## src/rtl/micro_sequencer.sv

```systemverilog
// Micro-PC / next-address unit feeding the control-store ROM.
// Selects the next micro-address from the control word's next-address field,
// the opcode dispatch or a Z-flag branch. It also handles run start, halt on NOP,
// the illegal-address trap and the count of dispatched instructions.
module micro_sequencer #(
    parameter int unsigned UA_W      = 6,
    parameter int unsigned ROM_DEPTH = 66,
    parameter int unsigned FETCH1_A  = 0,
    parameter int unsigned FETCH2_A  = 1,
    parameter int unsigned NOP_A     = 46,
    parameter int unsigned JUMPNZ_A  = 47,
    parameter int unsigned JMPNZ1_A  = 48,
    parameter int unsigned JUMPZ_A   = 52,
    parameter int unsigned JMPZN1_A  = 53,
    parameter int unsigned JMPZY1_A  = 54,
    parameter int unsigned CNT_W     = 16
) (
    input  logic             clk,
    input  logic             rst_n,
    input  logic             enable,
    input  logic             stall,
    input  logic [UA_W-1:0]  next_field,
    input  logic [UA_W-1:0]  opcode,
    input  logic             z_flag,
    output logic [UA_W-1:0]  uaddr,
    output logic             running,
    output logic             finish,
    output logic             trap,
    output logic [CNT_W-1:0] instr_count
);

    localparam logic [UA_W-1:0] Fetch1 = UA_W'(FETCH1_A);
    localparam logic [UA_W-1:0] Fetch2 = UA_W'(FETCH2_A);
    localparam logic [UA_W-1:0] Nop    = UA_W'(NOP_A);
    localparam logic [UA_W-1:0] JumpNz = UA_W'(JUMPNZ_A);
    localparam logic [UA_W-1:0] JmpNz1 = UA_W'(JMPNZ1_A);
    localparam logic [UA_W-1:0] JumpZ  = UA_W'(JUMPZ_A);
    localparam logic [UA_W-1:0] JmpZn1 = UA_W'(JMPZN1_A);
    localparam logic [UA_W-1:0] JmpZy1 = UA_W'(JMPZY1_A);

    typedef enum logic [1:0] {StIdle, StRun, StHalt} state_e;

    state_e           state_q, state_d;
    logic [UA_W-1:0]  uaddr_q, uaddr_d;
    logic             finish_q, finish_d;
    logic             trap_q, trap_d;
    logic [CNT_W-1:0] count_q, count_d;
    logic             enable_q;
    logic             running_q;
    logic             start;
    logic             opcode_bad;
    logic             next_bad;

    assign start = enable & ~enable_q;

    // Addresses at or beyond the ROM depth have no control word behind them.
    assign opcode_bad = 32'(opcode) >= ROM_DEPTH;
    assign next_bad   = 32'(next_field) >= ROM_DEPTH;

    // Next-state and next-address selection.
    always_comb begin
        state_d  = state_q;
        uaddr_d  = uaddr_q;
        finish_d = finish_q;
        trap_d   = trap_q;
        count_d  = count_q;
        unique case (state_q)
            StIdle, StHalt: begin
                if (start) begin
                    state_d  = StRun;
                    uaddr_d  = Fetch1;
                    finish_d = 1'b0;
                    trap_d   = 1'b0;
                    count_d  = '0;
                end
            end
            StRun: begin
                // A stalled memory access freezes everything, including branch evaluation.
                if (!stall) begin
                    if (uaddr_q == Nop) begin
                        state_d  = StHalt;
                        finish_d = 1'b1;
                    end else if (uaddr_q == Fetch2) begin
                        if (opcode_bad) begin
                            state_d = StHalt;
                            trap_d  = 1'b1;
                            uaddr_d = Fetch1;
                        end else begin
                            uaddr_d = opcode;
                            count_d = count_q + CNT_W'(1);
                        end
                    end else if (uaddr_q == JumpNz) begin
                        uaddr_d = z_flag ? JmpZy1 : JmpNz1;
                    end else if (uaddr_q == JumpZ) begin
                        uaddr_d = z_flag ? JmpZy1 : JmpZn1;
                    end else begin
                        uaddr_d = next_field;
                        if (next_bad) begin
                            state_d = StHalt;
                            trap_d  = 1'b1;
                        end
                    end
                end
            end
            default: state_d = StIdle;
        endcase
    end

    // State, address, flag and counter registers.
    always_ff @(posedge clk or negedge rst_n) begin
        if (!rst_n) begin
            state_q   <= StIdle;
            uaddr_q   <= Fetch1;
            finish_q  <= 1'b0;
            trap_q    <= 1'b0;
            count_q   <= '0;
            enable_q  <= 1'b0;
            running_q <= 1'b0;
        end else begin
            state_q   <= state_d;
            uaddr_q   <= uaddr_d;
            finish_q  <= finish_d;
            trap_q    <= trap_d;
            count_q   <= count_d;
            enable_q  <= enable;
            running_q <= (state_d == StRun);
        end
    end

    assign uaddr       = uaddr_q;
    assign running     = running_q;
    assign finish      = finish_q;
    assign trap        = trap_q;
    assign instr_count = count_q;

endmodule

```

## config.mk

```make
export PLATFORM = sky130hd
export DESIGN_NAME = micro_sequencer
export DESIGN_NICKNAME = d
export VERILOG_FILES = /design/src/rtl/micro_sequencer.sv
export SDC_FILE = /design/constraint.sdc
export NUM_CORES = 1
export LEC_CHECK = 0
export ABC_CLOCK_PERIOD_IN_PS = 2000
export BUFFER_PORTS_ARGS = -buffer_cell sky130_fd_sc_hd__buf_2
export CAP_MARGIN = 20
export CORE_ASPECT_RATIO = 0.8
export CORE_MARGIN = 5
export CORE_UTILIZATION = 35
export DETAILED_ROUTE_END_ITERATION = 8
export PLACE_DENSITY = 0.67
export SYNTH_ARGS = -nofsm -noshare
export SYNTH_HDL_FRONTEND = slang
export SYNTH_SLANG_ARGS = --single-unit
```

## constraint.sdc

```tcl
create_clock -name clk -period 2 [get_ports clk]
set_input_delay 0.3 -clock clk [delete_from_list [all_inputs] [get_ports clk]]
set_output_delay 0.3 -clock clk [all_outputs]
set_load 0.005 [all_outputs]
```

==> run metrics <==
period utilization 0.9175; clk buf depth 2; Routed Antenna Nets 0; startpoint class of the critical path flip-flop; post-synth top area share 0.4380; number of flops mapped to enable cells by yosys 0; Least-Margin Pin Slew 638.0 ps; antenna violations before repair 0; total CTS buffers 3; maximum VDD drop 0.0004687 V; Distinct cells, synth 42; fillcell total about 410; syn_nets 178; setup repair after global routing missed its margin no; share of layout cells above drive strength 1 0.2802; largest net degree at the start of global routing 28; most common cell in the netlist dfrtp_1; Clock transition at path regs roughly 90 ps; Port Buffers 40; crit path capture type flip-flop; CTS resizes 0; total number of yosys warnings 0; DPL Wire Length 3015 um; wire length per cell 15.19 um; P&R area growth vs syn 22.79%; #FFs+latches synth 27; Top FF cell, synth dfrtp_1; First DRT Iteration DRCs just over 80; pwr/cell area 906.2 nW/um^2; Ant. Diodes 0; mapped cell area 1543 sq um; CP max FO 9; full die area roughly 6000 sq um; grt total ovfl 0; fin. max-slew vios 0; sequential fraction of the synthesis area 0.4380; CTS tree built; Post-synth top cells dfrtp_1, nand2_1, o21ai_0, a21oi_1; worst hold-check path type in -> async; Hold Slack between 20 and 30 ps; Final nets 226; first-pass GRT wire length 6706 um; H-tree depth 1; worst skew pair latency 270 ps; share of async-settable or async-resettable flops after synthesis 1.000; Num Clock Sinks 27; TritonRoute pass-1 iters 4; post-CTS setup buffers 0; vias per inst 5.402; relative slew slack 0.5747; Crit path required time 2170 ps; main area contributors after synthesis dfrtp_1, o21ai_0, nand2_1, a21oi_1, o31ai_1; # IOs between 40 and 50; Yosys top cell by area dfrtp_1; root buf cell clkbuf_8; Final Skew 2.418 ps; vias in the first global route 1329; DRT Wirelength 4009 um; Die Ht 69.38 um; Final min period 1835 ps; Die Width 84.23 um; critical path arrival ~2000 ps; max_cap viols 0; Placer Congestion 0.8421; Post-CTS Hold Fix Bufs 0; outcome finished, final reports clean; Core Area 4230 sq um; synthesized netlist cell count 160; Leakage 0.9144 nW; DRC violations left 0; Final Hold Viols 0; Starting Density 0.3647; Syn Area/Cell between 9 and 10 sq um; Final setup violation count 0; # rows 21; vias after detailed routing approximately 1400; kind of critical path reg -> reg; setup TNS 0 ps; GRT Util Overall 0.1382; Max Clk Rate about 0.54 GHz
## final timing paths
check / cells past startpoint / start / end / slack [ps]
min in group clk: 1 / enable / enable_q$_DFF_PN0_ / 170
max in group asynchronous: 1 / rst_n / enable_q$_DFF_PN0_ / 1570
worst min register to register: 1 / finish$_DFFE_PN0P_ / finish$_DFFE_PN0P_ / 500
worst max-delay path: 4 / uaddr[5]$_DFFE_PN0P_ / uaddr[0]$_DFFE_PN0P_ / 170
worst min-delay path: 1 / rst_n / instr_count[4]$_DFFE_PN0P_ / 30
worst max register to register: 4 / uaddr[5]$_DFFE_PN0P_ / uaddr[0]$_DFFE_PN0P_ / 170
## layer usage
| metal | part of all wire | GRT usage | routed length (um) | up-vias |
|---|---|---|---|---|
| met5 | 0 | 0 | 0 | - |
| met3 | 0.036 | 0.03444 | 145 | 5 |
| li1 | - | - | - | 718 |
| met1 | 0.50 | 0.2023 | 1998 | 674 |
| met2 | 0.45 | 0.2032 | 1824 | 29 |
| met4 | 0.010 | 0.03214 | 40 | 0 |
## where the power goes
group	leakage [nW]	switching [W]	internal [W]
clock	0.0228	0.000170	0.000143
combinational	0.537	0.000332	0.000268
sequential	0.355	0.000159	0.000644
total	0.914	0.000662	0.00105
## worst max-delay path: stages, from the launching register on
cell and delay (ps):
dfrtp_1 480, nand2_1 200, o41a_1 560, a32o_1 300, a31o_2 200
## registers in the layout (all words and copies together) (netlist names)
| name | flops |
|---|---|
| instr_count | 16 |
| state_q | 2 |
| finish | 1 |
| running | 1 |
| uaddr | 6 |
| enable_q | 1 |
## cell families after synthesis
group	share of synthesized area
other cells	0.002431
compound gates	0.2376
fa+ha+maj	0.008109
mux	0.03244
flops	0.4380
simple gates	0.2603
buf+inv	0.02109
## cells in the final DEF, fill, tap and decap left out, types with 3 or more instances in the layout
cell,n
dfrtp_1,27
buf_4,8
a21oi_1,11
o21ai_0,12
o31ai_1,7
nand2b_1,5
nand3_1,7
and4_1,3
a31oi_1,3
nor3_1,5
buf_2,40
nand2_1,16
nor2_1,7
a41o_1,3
or4_1,7
and3_1,3
or3_1,3
mux2i_1,5
clkbuf_8,3
## layout make-up
class                      count  area, sq um  area share
timing repair buffer          48        260.3      0.1374
sequential                    27        675.6      0.3567
tap                           57        71.32     0.03765
multi-input combinational    126        834.6      0.4406
inverter                       2        7.507    0.003963
clock buffer                   4        45.04     0.02378
## per-stage QoR
| step | power, W | util | area, sq um | setup slack (ps) | cells |
|---|---|---|---|---|---|
| after floorplan | 0.001147 | - | 1543 | 347.6 | 160 |
| after global placement | 0.001399 | 0.4371 | 1849 | 214.6 | 260 |
| after detailed placement | 0.001417 | 0.4371 | 1849 | 183.8 | 260 |
| after CTS | 0.001741 | 0.4478 | 1894 | 164.8 | 264 |
| after global routing | 0.001841 | 0.4478 | 1894 | 33.96 | 264 |
| final | 0.001717 | 0.4478 | 1894 | 165.1 | 264 |
Power figures use the tool's default switching activity.
